File: src/rtl/cake_drop_scheduler.sv
// Frame sequencer for the falling-object game: spawns cakes/cherry, steps them down,
// tests them against the plate and offers at most one caught item per frame to the sidebar.
module cake_drop_scheduler #(
  parameter int CAKE_W    = 9,
  parameter int CAKE_H    = 6,
  parameter int CHERRY_W  = 13,
  parameter int CHERRY_H  = 14,
  parameter int FLOOR_Y   = 119,
  parameter int SPAWN_GAP = 20,
  parameter int STACK_MAX = 6
) (
  input  logic        clock,
  input  logic        reset,
  input  logic        frame_tick,
  input  logic [7:0]  plate_x,
  input  logic [6:0]  plate_y,
  // "rand" is a reserved word in SystemVerilog, hence rand_val
  input  logic [7:0]  rand_val,
  input  logic        push_ready,
  output logic [31:0] obj_x,
  output logic [27:0] obj_y,
  output logic [11:0] obj_clr,
  output logic [3:0]  obj_active,
  output logic        push_valid,
  output logic [2:0]  push_clr,
  output logic        push_cherry,
  output logic [2:0]  layer_count,
  output logic        round_done,
  output logic        busy,
  output logic        frame_overrun
);

  localparam logic [7:0] CAKE_W8   = 8'(CAKE_W);
  localparam logic [7:0] CAKE_H8   = 8'(CAKE_H);
  localparam logic [7:0] CHERRY_W8 = 8'(CHERRY_W);
  localparam logic [7:0] CHERRY_H8 = 8'(CHERRY_H);
  localparam logic [7:0] FLOOR8    = 8'(FLOOR_Y);
  localparam logic [7:0] GAP8      = 8'(SPAWN_GAP);
  localparam logic [2:0] FULL_LC   = 3'(STACK_MAX);

  typedef enum logic [2:0] {IDLE, SPAWN, MOVE, CHECK, PUSH} state_t;

  state_t      state, state_nxt;
  logic [1:0]  idx;
  logic [7:0]  gap_cnt;
  logic [7:0]  sx [4];
  logic [6:0]  sy [4];
  logic [2:0]  sc [4];
  logic        lat_vld, lat_cherry;
  logic [2:0]  lat_clr;

  logic        free_ok, sp_cherry, hit, push_go, miss;
  logic [1:0]  free_idx;
  logic [2:0]  sp_clr;
  logic [7:0]  h_sel, w_sel, ck_sum, mv_sum, x_hi;
  logic [8:0]  x_hi9;
  logic [6:0]  ny;
  logic        unused_rand;

  assign unused_rand = rand_val[7];

  for (genvar g = 0; g < 4; g++) begin : g_pack
    assign obj_x[8*g +: 8]   = sx[g];
    assign obj_y[7*g +: 7]   = sy[g];
    assign obj_clr[3*g +: 3] = sc[g];
  end

  always_comb begin
    free_ok  = 1'b0;
    free_idx = 2'd0;
    for (int i = 2; i >= 0; i--) begin
      if (!obj_active[i]) begin
        free_ok  = 1'b1;
        free_idx = 2'(i);
      end
    end
  end

  always_comb begin
    sp_cherry = (layer_count == FULL_LC) && !obj_active[3];
    sp_clr    = (rand_val[2:0] == 3'b000) ? 3'b001 : rand_val[2:0];
    h_sel     = (idx == 2'd3) ? CHERRY_H8 : CAKE_H8;
    w_sel     = (idx == 2'd3) ? CHERRY_W8 : CAKE_W8;
    ny        = sy[idx] + 7'd1;
    mv_sum    = {1'b0, ny} + h_sel;
    miss      = mv_sum > FLOOR8;
    ck_sum    = {1'b0, sy[idx]} + h_sel;
    // right edge of the catch window clamps at the screen edge instead of wrapping
    x_hi9     = {1'b0, sx[idx]} + {1'b0, w_sel} - 9'd1;
    x_hi      = x_hi9[8] ? 8'hFF : x_hi9[7:0];
    hit       = obj_active[idx] && (ck_sum == {1'b0, plate_y}) &&
                (plate_x >= sx[idx]) && (plate_x <= x_hi);
    push_go   = lat_vld && (lat_cherry || (layer_count != FULL_LC));
  end

  always_ff @(posedge clock) begin
    if (reset) state <= IDLE;
    else       state <= state_nxt;
  end

  always_comb begin
    state_nxt = state;
    case (state)
      IDLE:  if (frame_tick && !round_done) state_nxt = SPAWN;
      SPAWN: state_nxt = MOVE;
      MOVE:  if (idx == 2'd3) state_nxt = CHECK;
      CHECK: if (idx == 2'd3) state_nxt = PUSH;
      PUSH: begin
        if (!push_valid) begin
          if (!push_go) state_nxt = IDLE;
        end else if (push_ready) begin
          state_nxt = IDLE;
        end
      end
      default: state_nxt = IDLE;
    endcase
  end

  always_ff @(posedge clock) begin
    if (reset) begin
      busy          <= 1'b0;
      frame_overrun <= 1'b0;
      idx           <= 2'd0;
      gap_cnt       <= 8'd0;
      obj_active    <= 4'b0000;
      for (int i = 0; i < 4; i++) begin
        sx[i] <= 8'd0;
        sy[i] <= 7'd0;
        sc[i] <= 3'd0;
      end
      lat_vld     <= 1'b0;
      lat_cherry  <= 1'b0;
      lat_clr     <= 3'd0;
      push_valid  <= 1'b0;
      push_clr    <= 3'd0;
      push_cherry <= 1'b0;
      layer_count <= 3'd0;
      round_done  <= 1'b0;
    end else begin
      busy <= (state_nxt != IDLE);
      if (frame_tick && (state != IDLE)) frame_overrun <= 1'b1;
      case (state)
        SPAWN: begin
          idx     <= 2'd0;
          lat_vld <= 1'b0;
          if (gap_cnt != 8'd0) begin
            gap_cnt <= gap_cnt - 8'd1;
          end else if (sp_cherry) begin
            sx[3]         <= {1'b0, rand_val[6:0]};
            sy[3]         <= 7'd0;
            sc[3]         <= 3'b111;
            obj_active[3] <= 1'b1;
            gap_cnt       <= GAP8;
          end else if (free_ok) begin
            sx[free_idx]         <= {1'b0, rand_val[6:0]};
            sy[free_idx]         <= 7'd0;
            sc[free_idx]         <= sp_clr;
            obj_active[free_idx] <= 1'b1;
            gap_cnt              <= GAP8;
          end
        end
        MOVE: begin
          idx <= idx + 2'd1;
          if (obj_active[idx]) begin
            sy[idx] <= ny;
            if (miss) obj_active[idx] <= 1'b0;
          end
        end
        CHECK: begin
          idx <= idx + 2'd1;
          // only the highest-priority catch is taken; later ones fall on
          if (hit && !lat_vld) begin
            lat_vld          <= 1'b1;
            lat_clr          <= sc[idx];
            lat_cherry       <= (idx == 2'd3);
            obj_active[idx]  <= 1'b0;
          end
        end
        PUSH: begin
          if (!push_valid) begin
            if (push_go) begin
              push_valid  <= 1'b1;
              push_clr    <= lat_clr;
              push_cherry <= lat_cherry;
            end
          end else if (push_ready) begin
            push_valid <= 1'b0;
            if (push_cherry) round_done  <= 1'b1;
            else             layer_count <= layer_count + 3'd1;
          end
        end
        default: ;
      endcase
    end
  end

endmodule

File: config.mk
export PLATFORM = sky130hd
export DESIGN_NAME = cake_drop_scheduler
export DESIGN_NICKNAME = d
export VERILOG_FILES = /design/src/rtl/cake_drop_scheduler.sv
export SDC_FILE = /design/constraint.sdc
export NUM_CORES = 1
export LEC_CHECK = 0
export CAP_MARGIN = 20
export CORE_MARGIN = 4
export CORE_UTILIZATION = 45
export CTS_CLUSTER_DIAMETER = 40
export CTS_CLUSTER_SIZE = 14
export DETAILED_ROUTE_END_ITERATION = 10
export PLACE_DENSITY = 0.8
export SYNTH_ARGS = -nofsm -noshare
export SYNTH_HDL_FRONTEND = slang
export SYNTH_SLANG_ARGS = --single-unit
File: constraint.sdc
create_clock -name clock -period 6 [get_ports clock]
set_input_delay 0.6 -clock clock [delete_from_list [all_inputs] [get_ports clock]]
set_output_delay 0.6 -clock clock [all_outputs]
set_load 0.005 [all_outputs]
==> flow_metrics.py <==
metrics = {
    "worst_setup_path": {
        "cp_top_family": "simple AND/OR/NAND/NOR gates",
        "start_kind": "flip-flop",
        "worstPathRequired_ns": 6.21,
        "cp_cell_sequence": "buf_4 -> mux4_2 -> ha_1 -> inv_1 -> ha_1 -> nor3_1 -> xnor2_1 -> ha_1 -> nand2_1 -> o31a_1 -> a31oi_1 -> and4b_1 -> nand3_1 -> mux2i_1 -> nor2_1",
        "cpMaxStageDelayCell": "dfxtp_1",
        "path_common_cell": "ha_1",
        "worstReg2RegEnd": "lat_clr[1]",
        "crit_arrival_ns": 4.28,
        "slowest_delay_ns": 0.71,
        "r2r_slack_ns": 1.93,
        "worstSetupEndpointType": "flip-flop",
        "worstPathMaxFanout": 10,
        "worstSetupPathType": "reg -> reg",
        "critPathBufInv": 2,
        "reg2regPathDepth": 15,
    },
    "sta": {
        "final-setup-viol-count": 0,
        "hold_ws_ns": 0.492,
        "hold_viol": 0,
        "setup_tns_ns": 0,
        "rsz0062_at_grt": "false",
        "worst_pin_slew_ns": 0.967,
        "finalCriticalPeriod_ns": 4.07,
        "finalMaxSlewViolations": 0,
        "fmax_mhz": 246,
        "slew_headroom_pct": 35.4,
        "finalCritPeriodShare_pct": 67.8,
        "finClkSkew_ns": 0.0116,
    },
    "clock_tree": {
        "clkTransAtPathRegs_ns": 0.07,
        "htree_levels": 3,
        "cts.path.max_buffers": 2,
        "cts_root_buf": "clkbuf_16",
        "ctsResizeCount": 0,
        "post_cts_buffers": 0,
        "cts_made_buffers": 9,
        "hold_buffers": 0,
        "numClockSinks": 103,
        "cts_tree": "built",
        "clk_latency_ns": 0.35,
    },
    "yosys": {
        "ys_seq_area_share_pct": 48.7,
        "synth-seq-cells": 103,
        "synth-xor-area-share_pct": 2.96,
        "synth_ff_type": "edfxtp_1",
        "synth_area_per_cell_um2": 10.6,
        "synthCells": 532,
        "synthAdderAreaFrac_pct": 6.67,
        "synthesis.area_um2": 5630,
        "synth_simple_gate_area_share_pct": 16.2,
        "synth-edff-count": 68,
        "synth_top_family_by_area": "simple AND/OR/NAND/NOR gates",
        "synthMuxAreaShare_pct": 9.98,
        "synth_compound_area_share_pct": 9.92,
        "synth-async-reset-ratio_pct": 0,
        "synth_cell_type_count": 58,
        "yosys_warnings": 0,
    },
    "route": {
        "final_antenna_net_count": 0,
        "via_per_inst": 5.62,
        "drt_iter0_markers": 436,
        "vias": 4500,
        "drc": 0,
        "wl_per_cell_um": 18.3,
        "drt_pass1_iterations": 5,
        "drt-total-wl_um": 14600,
    },
    "place": {
        "gp_congestion": 0.899,
        "io_buffer_count": 108,
        "hpwl_um": 10900,
        "place_inst": 786,
    },
    "grt": {
        "grt_pass1_vias": 4501,
        "grt_pass1_wl_um": 23000,
        "track_usage_pct": 20.2,
        "grt_max_degree": 46,
        "grt-busiest-layer": "met2",
        "use_met3_pct": 5.33,
        "grt.overflow.total": 0,
        "antenna_found_initial": 0,
        "grt_use_met1_pct": 24.9,
        "grt_use_met2_pct": 34.6,
    },
    "pwr": {
        "combPwrFrac_pct": 19.0,
        "internal_power_mw": 1.23,
        "p_leak_nw": 2.68,
        "p_clk_share_pct": 32.1,
        "p_sw_share_pct": 27.6,
        "p_switching_mw": 0.471,
        "power_density_nw_per_um2": 241,
        "vdd_ir_drop_max_v": 0.000128,
        "finalPower_mw": 1.70,
        "seqPwrFrac_pct": 48.9,
    },
    "cells_and_area": {
        "final_core_util_pct": 58.5,
        "fillers": 1040,
        "multi_input_area_um2": 2590,
        "drive_above_1_share_pct": 7.11,
        "regArea_um2": 2740,
        "final_nets": 686,
        "fin_cells": 801,
        "antennaDiodeCount": 0,
        "syn2layout_area_growth_pct": 25.8,
    },
    "job": {
        "maxCapViolations": 0,
    },
    "die": {
        "num_rows": 40,
        "io_pins": 114,
        "die_w_um": 120,
        "core_area_um2": 12100,
        "initial_core_util_pct": 46.5,
        "dieArea_um2": 14400,
        "die_h_um": 120,
    },
    "outcome": {
        "status": "completed",
    },
    "min_path": {
        "hold_end": "frame_overrun",
        "whs_path_depth": 2,
        "hold_path.startpoint": "frame_overrun",
        "min_path_type": "reg -> reg",
    },
}
## kinds of logic after synthesis
family                   Yosys count
adder cells (fa/ha/maj)           30
XOR/XNOR                          19
AND/OR/NAND/NOR                  194
buffers and inverters             71
AO/OA/AOI/OAI                     83
multiplexers                      31
flip-flops                       103
other                              1
## registers in the layout, summed over array words and instances, names as in the netlist, 2 cells and up, named ones only
signal and count:
sx 28, sc 12, layer_count 3, state 3
sy 28, lat_clr 3, gap_cnt 8, idx 2
push_clr 3, obj_active 4
## power groups by stage
stage / Combinational (mW) / Sequential (mW) / Clock (mW)
6_report: 0.324 / 0.832 / 0.548
3_5_place_dp: 0.319 / 0.848 / 0
5_1_grt: 0.355 / 0.838 / 0.580
4_1_cts: 0.323 / 0.832 / 0.551
3_3_place_gp: 0.308 / 0.845 / 0
2_1_floorplan: 0.204 / 0.832 / 0
## how the worst max path moves through the flow
stage | from | end | slack, ns | depth (start not counted)
after global routing | flip-flop | lat_clr[1] | 1.64 | 14
final | flip-flop | lat_clr[1] | 1.93 | 15
after detailed placement | flip-flop | lat_clr[1] | 1.91 | 15
after global placement | flip-flop | lat_clr[1] | 2.04 | 15
after floorplan | flip-flop | obj_active[3] | 2.65 | 17
after CTS | flip-flop | lat_clr[1] | 1.88 | 15
## synthesized netlist by cell type, types with 5 or more instances
cell type / number / area [um^2]
edfxtp_1: 68 / 2040
or3_1: 9 / 56.3
a211oi_1: 5 / 37.5
nand3_1: 5 / 25.0
dfxtp_1: 35 / 701
nor2_1: 90 / 338
mux2i_1: 10 / 100
mux4_2: 20 / 450
inv_1: 42 / 158
nand2_1: 36 / 135
buf_4: 6 / 45.0
nand2b_1: 13 / 81.3
a31oi_1: 8 / 50.1
xnor2_1: 13 / 114
a21oi_1: 18 / 90.1
nor3_1: 8 / 40.0
ha_1: 30 / 375
xor2_1: 6 / 52.6
o21ai_0: 18 / 90.1
clkbuf_1: 17 / 63.8
## worst register-to-register path, stage by stage (launching register included)
cell     delay, ns
dfxtp_1       0.71
buf_4         0.32
mux4_2        0.54
ha_1          0.23
inv_1         0.07
ha_1          0.17
nor3_1        0.07
xnor2_1       0.13
ha_1          0.29
nand2_1       0.09
o31a_1        0.30
a31oi_1       0.15
and4b_1       0.29
nand3_1       0.29
mux2i_1       0.24
nor2_1        0.06
## area by class of cell
type                            count  area share, %
Inverter                           43           2.28
Clock inverter                      6          0.636
Clock buffer                        9           3.18
Multi-Input combinational cell    361           36.5
Sequential cell                   103           38.7
Timing Repair Buffer              111           15.6
Tap cell                          168           2.97
## metrics by stage
stage | setup WS [ns] | instance area (um^2)
after global routing | 1.64 | 7080
after detailed placement | 1.91 | 6810
after CTS | 1.88 | 7080
final | 1.93 | 7080
after floorplan | 2.65 | 5640
after global placement | 2.04 | 6800
## layout by cell type (no fill, tap or decap), types with 3 or more instances in the layout
cell,instances
xor2_1,6
o211ai_1,3
o21ai_0,18
nor2b_1,4
and2_1,3
and3_1,4
inv_1,42
nand3b_1,3
xnor2_1,13
nor3b_1,4
a211oi_1,5
nor3_1,8
ha_1,30
conb_1,4
dfxtp_1,35
mux2i_1,10
nand2b_1,13
or2_2,3
o21bai_1,3
nand4_1,4
or3_1,9
nor2_1,90
nand3_1,5
mux4_2,20
a31oi_1,8
a21o_1,4
a21oi_1,18
nand2_1,36
clkbuf_16,9
edfxtp_1,68
a311oi_1,4
clkdlybuf4s50_1,108
## routing by layer
layer | vias up | wire [um]
met5 | - | 0
met3 | 18 | 1140
met4 | 0 | 241
met1 | 2204 | 5890
li1 | 2088 | -
met2 | 190 | 7360
Power figures use the tool's default switching activity.
